===== config.mk =====
export PLATFORM = sky130hd
export DESIGN_NAME = seq_divider
export DESIGN_NICKNAME = d
export VERILOG_FILES = /design/src/rtl/div_pkg.sv /design/src/rtl/div_sub_stage.sv /design/src/rtl/seq_divider.sv
export SDC_FILE = /design/constraint.sdc
export NUM_CORES = 1
export LEC_CHECK = 0
export CAP_MARGIN = 20
export CORE_MARGIN = 5
export CORE_UTILIZATION = 50
export DETAILED_ROUTE_END_ITERATION = 16
export HOLD_SLACK_MARGIN = 0.1
export PLACE_DENSITY = 0.7
export SYNTH_ARGS = -nofsm -noshare
export SYNTH_HDL_FRONTEND = slang
export SYNTH_SLANG_ARGS = --single-unit

===== constraint.sdc =====
create_clock -name clk -period 22.3 [get_ports clk]
set_clock_uncertainty 0.05 [all_clocks]
set_input_delay 4.46 -clock clk [delete_from_list [all_inputs] [get_ports clk]]
set_output_delay 4.46 -clock clk [all_outputs]
set_load 0.01 [all_outputs]

===== src/rtl/div_pkg.sv =====
// Shared definitions for the sequential divider: state encoding, default width
// and the quotient pattern returned on divide-by-zero.
package div_pkg;

    localparam int DIV_WIDTH = 32;

    // Wide enough for any WIDTH up to 64; callers truncate with a WIDTH'() cast.
    localparam logic [63:0] ALL_ONES = '1;

    typedef enum logic [1:0] {
        IDLE   = 2'd0,
        CALC   = 2'd1,
        FINISH = 2'd2
    } div_state_e;

endpackage


===== src/rtl/div_sub_stage.sv =====
// Trial subtractor for one restoring-division step: a - b as a ripple chain of full adders.
// Combinational, no flow control; nonneg_o is the final carry (1 when a >= b).
module div_sub_stage #(
    parameter int W = 33
) (
    input  logic [W-1:0] a_i,
    input  logic [W-1:0] b_i,
    output logic [W-1:0] diff_o,
    output logic         nonneg_o
);

    logic carry;

    always_comb begin
        diff_o = '0;
        carry  = 1'b1;
        for (int i = 0; i < W; i++) begin
            diff_o[i] = a_i[i] ^ ~b_i[i] ^ carry;
            carry     = (a_i[i] & ~b_i[i]) | (carry & (a_i[i] ^ ~b_i[i]));
        end
        nonneg_o = carry;
    end

endmodule


===== src/rtl/seq_divider.sv =====
// Restoring shift-subtract DIV/DIVU: quotient -> LO, remainder -> HI, WIDTH+2 cycles incl. accept.
// start is ignored while busy (and in the FINISH cycle); divide-by-zero completes one cycle after accept.
module seq_divider
    import div_pkg::*;
#(
    parameter int WIDTH = DIV_WIDTH,
    parameter int CNT_W = 6
) (
    input  logic             clk,
    input  logic             rst_n,
    input  logic             start,
    input  logic             is_signed,
    input  logic [WIDTH-1:0] dividend,
    input  logic [WIDTH-1:0] divisor,
    output logic             busy,
    output logic             done,
    output logic [WIDTH-1:0] quotient,
    output logic [WIDTH-1:0] remainder,
    output logic             div_by_zero
);

    div_state_e       state_q;
    logic [CNT_W-1:0] cnt_q;
    logic [WIDTH-1:0] rem_q;
    logic [WIDTH-1:0] quo_q;
    logic [WIDTH-1:0] dvsr_q;
    logic [WIDTH-1:0] dvd_raw_q;
    logic             neg_quo_q;
    logic             neg_rem_q;
    logic             dbz_q;
    logic             busy_q;
    logic             done_q;
    logic [WIDTH-1:0] quotient_q;
    logic [WIDTH-1:0] remainder_q;
    logic             dbz_out_q;

    logic             dvd_neg;
    logic             dvs_neg;
    logic [WIDTH-1:0] dvd_mag;
    logic [WIDTH-1:0] dvs_mag;

    logic [WIDTH:0]   shifted_rem;
    logic [WIDTH:0]   trial_diff;
    logic [WIDTH:0]   rem_next;
    logic             trial_ok;
    logic [WIDTH-1:0] rem_d;
    logic [WIDTH-1:0] quo_d;
    logic             rem_msb_unused;

    // Unsigned magnitudes: the most-negative value maps to 2^(WIDTH-1) with no overflow.
    assign dvd_neg = is_signed & dividend[WIDTH-1];
    assign dvs_neg = is_signed & divisor[WIDTH-1];
    assign dvd_mag = dvd_neg ? -dividend : dividend;
    assign dvs_mag = dvs_neg ? -divisor  : divisor;

    assign shifted_rem = {rem_q, quo_q[WIDTH-1]};

    div_sub_stage #(
        .W (WIDTH + 1)
    ) u_sub (
        .a_i      (shifted_rem),
        .b_i      ({1'b0, dvsr_q}),
        .diff_o   (trial_diff),
        .nonneg_o (trial_ok)
    );

    // The partial remainder is always below the divisor, so its top bit is zero after each step.
    assign rem_next       = trial_ok ? trial_diff : shifted_rem;
    assign rem_d          = rem_next[WIDTH-1:0];
    assign rem_msb_unused = rem_next[WIDTH];
    assign quo_d          = {quo_q[WIDTH-2:0], trial_ok};

    always_ff @(posedge clk or negedge rst_n) begin
        if (!rst_n) begin
            state_q     <= IDLE;
            cnt_q       <= '0;
            rem_q       <= '0;
            quo_q       <= '0;
            dvsr_q      <= '0;
            dvd_raw_q   <= '0;
            neg_quo_q   <= 1'b0;
            neg_rem_q   <= 1'b0;
            dbz_q       <= 1'b0;
            busy_q      <= 1'b0;
            done_q      <= 1'b0;
            quotient_q  <= '0;
            remainder_q <= '0;
            dbz_out_q   <= 1'b0;
        end else begin
            done_q <= 1'b0;
            case (state_q)
                IDLE: begin
                    if (start) begin
                        quo_q     <= dvd_mag;
                        dvsr_q    <= dvs_mag;
                        dvd_raw_q <= dividend;
                        neg_quo_q <= dvd_neg ^ dvs_neg;
                        neg_rem_q <= dvd_neg;
                        dbz_q     <= (divisor == '0);
                        rem_q     <= '0;
                        cnt_q     <= '0;
                        busy_q    <= 1'b1;
                        state_q   <= (divisor == '0) ? FINISH : CALC;
                    end
                end
                CALC: begin
                    rem_q <= rem_d;
                    quo_q <= quo_d;
                    cnt_q <= cnt_q + CNT_W'(1);
                    if (cnt_q == CNT_W'(WIDTH - 1)) begin
                        state_q <= FINISH;
                    end
                end
                FINISH: begin
                    if (dbz_q) begin
                        quotient_q  <= WIDTH'(ALL_ONES);
                        remainder_q <= dvd_raw_q;
                    end else begin
                        quotient_q  <= neg_quo_q ? -quo_q : quo_q;
                        remainder_q <= neg_rem_q ? -rem_q : rem_q;
                    end
                    dbz_out_q <= dbz_q;
                    done_q    <= 1'b1;
                    busy_q    <= 1'b0;
                    state_q   <= IDLE;
                end
                default: begin
                    state_q <= IDLE;
                    busy_q  <= 1'b0;
                end
            endcase
        end
    end

    assign busy        = busy_q;
    assign done        = done_q;
    assign quotient    = quotient_q;
    assign remainder   = remainder_q;
    assign div_by_zero = dbz_out_q;

endmodule


==> flow_metrics.py, run 1 <==
metrics = {
    "timing": {
        "maxSlewViolCount": 0,
        "timing.final.ws_setup_ns": 8.528,
        "final_hold_viol_count": 0,
        "fin_setup_tns_ns": 0,
        "maxSlewHeadroom_pct": 27.14,
        "worst_pin_slew_ns": 1.093,
        "final-setup-viol-count": 0,
        "fin_crit_sh_pct": 61.76,
        "rsz0062_at_grt": "no",
        "period_minus_slack_ns": 13.77,
        "fmax_ghz": 0.07261,
    },
    "placement": {
        "dp_slack_ns": 8.634,
        "hpwl_mm": 24.24,
        "gp_congestion": 0.8809,
        "port_buffers": 134,
    },
    "yosys": {
        "ys_warn_count": 0,
        "mappedNetlistNets": 1468,
        "ys_ff_latch": 206,
        "synthFlopType": "dfrtp_1",
        "synth-edff-count": 0,
        "synthSimpleGateAreaFrac_pct": 18.76,
        "synth_compound_area_share_pct": 17.27,
        "synth.distinct_cells": 69,
        "avgSynthCellArea_um2": 8.892,
        "synthCells": 1363,
        "async_flop_share_pct": 100.0,
        "synth_xor_area_share_pct": 6.938,
        "synth.mux.area_fraction_pct": 3.954,
        "synth_top_family_by_area": "simple AND/OR/NAND/NOR gates",
        "synthesis.area_um2": 12120,
        "synth_fa_ha_area_share_pct": 5.740,
        "yosysSeqAreaShare_pct": 42.54,
    },
    "clock_network": {
        "ctsResizeCount": 0,
        "clock_sinks": 206,
        "cts_tree": "done",
        "clk_pin_slew_ns": 0.06,
        "clockRootBuffer": "clkbuf_16",
        "htreeDepth": 1,
        "cts_made_buffers": 23,
        "clock_latency_ns": 0.51,
        "cts_buffer_depth": 3,
        "postCtsSetupBuffers": 0,
        "postCtsHoldBufs": 0,
    },
    "hold_path": {
        "hold_class": "reg -> reg",
    },
    "worst_setup_path": {
        "crit_path_max_fanout": 23,
        "crit_required_ns": 22.60,
        "cp_num_buf_inv": 7,
        "start_kind": "register",
        "crit_type": "reg -> reg",
        "slowest_stage": "dfrtp_1",
        "cp_top_family": "adder cells",
        "cpMostUsedCell": "fa_1",
        "cp.arrival_ns": 14.08,
        "ff2ff_setup_slack_ns": 8.53,
        "crit_path_end_kind": "register",
        "cpPeakStageDelay_ns": 0.43,
    },
    "power_and_ir_drop": {
        "peakVddDrop_mv": 0.05867,
        "powerDensity_nw_per_um2": 142.8,
        "p_total_mw": 2.067,
        "p_leak_nw": 5.980,
    },
    "run_status": {
        "status": "complete, no violations",
    },
    "finish": {
        "syn_to_final_growth_pct": 19.42,
        "fin_nets": 1548,
        "layout-drive-gt1-share_pct": 6.100,
    },
    "floorplanning": {
        "die-height_um": 165.7,
        "dieWidth_um": 165.7,
        "rows": 57,
        "io_pins": 135,
        "core_um2": 24110,
        "start_util_pct": 50.28,
        "die_area_um2": 27450,
    },
    "grt": {
        "gr-usage-met2_pct": 38.92,
        "grt-busiest-layer": "met2",
        "grt_pass1_wl_mm": 56.29,
        "grt-ovfl-total": 0,
        "antenna_found_initial": 2,
        "met3_usage_pct": 4.671,
        "grt_max_degree": 81,
        "grt_pass1_vias": 10380,
        "grt_usage_pct": 24.54,
        "met1_usage_pct": 34.78,
    },
    "route": {
        "detail-route-antenna-nets": 0,
        "vias": 10560,
        "drc": 0,
        "firstDrtPassIters": 8,
        "wire_per_inst_um": 19.25,
        "routed_wl_mm": 34.36,
        "drt_iter0_drc": 1026,
        "viasPerCell": 5.918,
    },
    "run": {
        "max_cap_violations": 0,
    },
}
## layer usage
| layer | vias up | wire (um) |
|---|---|---|
| li1 | 4957 | - |
| met1 | 5158 | 14730 |
| met2 | 393 | 16070 |
| met3 | 56 | 2699 |
| met4 | 0 | 863 |
| met5 | - | 0 |
## synthesized netlist by cell type (all sizes together) (4+ instances only)
cell type  instances  area (um2)
mux2               4       48.79
a221oi             4       41.29
nand4              5       31.28
a22oi              6       45.04
ha                 6       75.07
nor3              32       170.2
nand4b             4       35.03
o221ai             4       35.03
or4               24       191.4
inv               61       229.0
a211oi             4       30.03
dfrtp            206        5155
nor2b              7       43.79
buf               15       58.81
nor2              90       340.3
nand2b             7       43.79
mux2i             43       430.4
and3              18       112.6
o21ai            123       615.6
or3               15       98.84
nor3b              5       37.54
clkbuf            77       290.3
nor4              24       183.9
or2                7       43.79
o31ai             16       120.1
o41ai             16       140.1
fa                31       620.6
xor2              43       376.6
a31oi             20       125.1
nand2            203       762.0
o22ai             34       212.7
nand3b             5       37.54
a21oi            101       505.5
nand3             15       75.07
xnor2             53       464.2
## path summary, 6_finish.rpt
check                                            end                   start  cells past startpoint
min in group asynchronous  remainder[22]$_DFFE_PN0P_                   rst_n                      1
max in group asynchronous       rem_q[8]$_DFFE_PN0P_                   rst_n                      2
setup reg to reg                rem_q[5]$_DFFE_PN0P_   quo_q[31]$_DFFE_PN0P_                     42
setup / recovery                rem_q[5]$_DFFE_PN0P_   quo_q[31]$_DFFE_PN0P_                     42
hold / removal                dvsr_q[27]$_DFFE_PN0P_  dvsr_q[27]$_DFFE_PN0P_                      2
hold reg to reg               dvsr_q[27]$_DFFE_PN0P_  dvsr_q[27]$_DFFE_PN0P_                      2
## power breakdown
part           leakage, nW  internal [mW]  total [mW]  switching [mW]
Combinational         3.12          0.431       0.948           0.517
Sequential            2.48          0.545       0.732           0.187
Clock                0.383          0.232       0.387           0.155
## layout by cell type (no fill, tap or decap), drive strengths merged, types with 7 or more instances in the layout
cell	n
a31oi	20
and3	18
buf	13
nand2b	7
mux2i	43
or3	15
nand3	15
nor2	90
clkdlybuf4s50	133
o41ai	16
xor2	43
nor2b	7
or4	24
clkbuf	33
nand2	203
nor3	32
o21ai	123
or2	7
xnor2	53
dfrtp	206
nor4	24
inv	62
fa	31
o22ai	34
o31ai	16
a21oi	101
## per-stage QoR
step | hold WS [ns] | utilization (%) | cell area [um2] | std cells
after global routing | 0.4467 | 60.04 | 14470 | 1785
after CTS | 0.4262 | 59.90 | 14440 | 1782
after floorplan | 0.3879 | - | 12120 | 1363
after detailed placement | 0.4102 | 56.71 | 13670 | 1741
final | 0.4278 | 60.04 | 14470 | 1785
after global placement | 0.4053 | 56.62 | 13650 | 1740
## state kept, by name, summed over array words and instances (netlist names)
| name | count |
|---|---|
| busy | 1 |
| cnt_q | 6 |
| dbz_q | 1 |
| div_by_zero | 1 |
| done | 1 |
| dvd_raw_q | 32 |
| dvsr_q | 32 |
| neg_quo_q | 1 |
| neg_rem_q | 1 |
| quo_q | 32 |
| quotient | 32 |
| rem_q | 32 |
| remainder | 32 |
| state_q | 2 |
## layout make-up
type / count / area (um2)
clock inverters: 9 / 101.3
fillers: 2175 / 9633
diodes: 2 / 5.005
repair buffers: 147 / 1475
inverters: 62 / 232.7
clock buffers: 32 / 669.4
multi-input cells: 1003 / 6429
flip-flops and latches: 206 / 5155
well taps: 324 / 405.4
## kinds of logic after synthesis
kind of cell,Yosys count
compound gates,354
xor+xnor,96
fa+ha+maj,37
buf+inv,154
flops,206
mux,47
simple gates,469
## worst register-to-register path: cells and delay by family, from the launching register on
kind | cells | cell delay (ns)
AOI/OAI and AO/OA | 1 | 0.12
adders and majority gates | 32 | 11.69
buffers and inverters | 7 | 0.65
DFF | 1 | 0.43
muxes | 1 | 0.24
and+or+nand+nor | 1 | 0.43
Note: power is estimated with default switching activity, not from simulation.
==> run 2: changes to the inputs <==
- PLACE_DENSITY: 0.7 -> 0.73
- clock period: 22.3 -> 12 ns (I/O delays scaled with it)
==> run 2 against run 1 <==
- the run now ends with negative setup slack left
- critical endpoint is now rem_q[22]$_DFFE_PN0P_
- global-route usage decreased by 0.073 points
- combinational power increased by 100%
- die area unchanged
- maximum frequency rose by 13%
- largest cell class unchanged
- sequential power increased by 86%
- sequential share of layout area is 0.57 points lower
- critical path type unchanged
- via count is 1.1% higher
==> flow_metrics.py, run 2 (synthesis gave the netlist of run 1 again) <==
metrics = {
    "run_status": {
        "status": "finished with violations",
        "violations": "negative setup slack",
    },
    "placement": {
        "gp_congestion": 0.9144,
        "dpl_cell_area_um2": 13750,
        "dp_slack_ns": -0.2700,
        "hpwl_mm": 24.02,
        "port_buffers": 134,
        "dp_cells": 1745,
    },
    "floorplanning": {
        "rows": 57,
        "core_um2": 24110,
        "start_util_pct": 50.28,
        "die_area_um2": 27450,
        "dieWidth_um": 165.7,
        "io_pins": 135,
        "die-height_um": 165.7,
    },
    "power_and_ir_drop": {
        "peakVddDrop_mv": 0.1248,
        "powerDensity_nw_per_um2": 272.8,
        "p_leak_nw": 6.016,
    },
    "timing": {
        "timing.final.ws_setup_ns": -0.1398,
        "holdWs_ns": 0.4201,
        "maxSlewViolCount": 0,
        "maxSlewHeadroom_pct": 24.84,
        "fmax_ghz": 0.08237,
        "final-setup-viol-count": 33,
        "worst_pin_slew_ns": 1.126,
        "period_minus_slack_ns": 12.14,
        "rsz0062_at_grt": "yes",
        "final_hold_viol_count": 0,
        "fin_crit_sh_pct": 101.2,
    },
    "finish": {
        "fin_cells": 1793,
        "layout_common_cells": "dfrtp_1, nand2_1, clkdlybuf4s50_1",
        "seq_area_um2": 5155,
        "multi_input_comb_area_um2": 6529,
        "layout-drive-gt1-share_pct": 9.401,
        "syn_to_final_growth_pct": 21.35,
        "fin_area_um2": 14710,
        "fin_util_pct": 61.01,
        "fin_nets": 1557,
        "final_common_cell": "dfrtp_1",
        "n_fill_cell": 2052,
    },
    "route": {
        "drt_iter0_drc": 1043,
        "wire_per_inst_um": 19.20,
        "firstDrtPassIters": 5,
        "drc": 0,
        "top_layer_used": "met4",
        "wl_met2_mm": 15.95,
        "vias": 10680,
        "detail-route-antenna-nets": 0,
        "routed_wl_mm": 34.43,
        "dr_wl_met3_mm": 2.208,
        "wl_met1_mm": 14.99,
        "viasPerCell": 5.956,
    },
    "hold_path": {
        "min_path_cells": 2,
        "min_from": "dvd_raw_q[16]$_DFFE_PN0P_",
        "hold_class": "reg -> reg",
        "hold_end": "dvd_raw_q[16]$_DFFE_PN0P_",
    },
    "clock_network": {
        "postCtsHoldBufs": 0,
        "clk_pin_slew_ns": 0.06,
        "clock_latency_ns": 0.52,
        "clock_sinks": 206,
        "htreeDepth": 1,
        "clockRootBuffer": "clkbuf_16",
        "cts_made_buffers": 23,
        "cts_tree": "done",
        "cts_buffer_depth": 3,
    },
    "run": {
        "max_cap_violations": 0,
    },
    "grt": {
        "grt_usage_pct": 24.47,
        "antenna_found_initial": 1,
        "grt_max_degree": 84,
        "grt_pass1_vias": 10390,
        "grt_pass1_wl_mm": 56.11,
        "grt-ovfl-total": 0,
    },
    "worst_setup_path": {
        "crit_path_max_fanout": 7,
        "slowest_stage": "dfrtp_1",
        "ff2ff_setup_slack_ns": -0.14,
        "crit_type": "reg -> reg",
        "cp_top_family": "adder cells",
        "cp_num_buf_inv": 8,
        "cpPeakStageDelay_ns": 0.39,
        "start_kind": "register",
        "rr_worst_depth": 43,
        "reg2reg_to": "rem_q[22]$_DFFE_PN0P_",
        "timing.rr.start": "quo_q[31]$_DFFE_PN0P_",
        "cp.arrival_ns": 12.45,
        "cpMostUsedCell": "fa_2",
        "crit_required_ns": 12.31,
        "crit_path_end_kind": "register",
    },
}
run 2: cell count changes in the layout (fill, tap and decap cells not counted), moves of 5 or more:
cell	change
inv_1	-6
o21ai_0	-6
buf_4	+5
o21ai_1	+6
fa_2	+31
fa_1	-31
inv_2	+6
run 2: worst max path at each step:
stage / from / to / slack, ns / depth (start not counted)
6_report: quo_q[31]$_DFFE_PN0P_ / rem_q[22]$_DFFE_PN0P_ / -0.14 / 43
5_1_grt: quo_q[31]$_DFFE_PN0P_ / rem_q[22]$_DFFE_PN0P_ / -0.44 / 43
2_1_floorplan: quo_q[31]$_DFFE_PN0P_ / rem_q[16]$_DFFE_PN0P_ / 0.03 / 42
3_5_place_dp: quo_q[31]$_DFFE_PN0P_ / rem_q[22]$_DFFE_PN0P_ / -0.27 / 42
3_3_place_gp: quo_q[31]$_DFFE_PN0P_ / rem_q[1]$_DFFE_PN0P_ / -0.15 / 42
4_1_cts: quo_q[31]$_DFFE_PN0P_ / rem_q[22]$_DFFE_PN0P_ / -0.07 / 43
run 2: what timing repair did:
item	4_1_cts	5_1_grt
setup buffers	2	2
setup endpoints to repair	33	33
gates resized for setup	21	13
gates cloned	2	1
pin swaps	1	1
run 2: cell type report:
cell class | count | area share, %
multi-input cells | 1003 | 44.39
flip-flops and latches | 206 | 35.05
repair buffers | 156 | 10.92
clock buffers | 37 | 4.952
well taps | 324 | 2.757
inverters | 62 | 1.582
clock inverters | 4 | 0.3318
diodes | 1 | 0.01702
run 2: routing by layer:
| metal | up-vias | track usage (%) |
|---|---|---|
| li1 | 4963 | - |
| met1 | 5236 | 34.73 |
| met2 | 400 | 38.85 |
| met3 | 80 | 3.170 |
| met4 | 0 | 8.895 |
| met5 | - | 0 |
run 2: stage by stage:
stage / power, mW / TNS, ns
6_report: 4.011 / -3.308
5_1_grt: 4.335 / -13.32
3_3_place_gp: 3.080 / -3.589
4_1_cts: 3.966 / -1.265
3_5_place_dp: 3.155 / -7.029
2_1_floorplan: 2.496 / 0
run 2: worst register-to-register path, delay by kind of cell, from the launching register on:
kind	cells	cell delay (ns)
buf+inv	8	0.62
flops	1	0.39
mux	1	0.20
fa+ha+maj	32	10.53
compound gates	1	0.09
simple gates	1	0.14
run 2: power breakdown:
group | switching, mW | internal, mW
clock | 0.287 | 0.435
sequential | 0.344 | 1.01
combinational | 1.02 | 0.911
total | 1.65 | 2.36
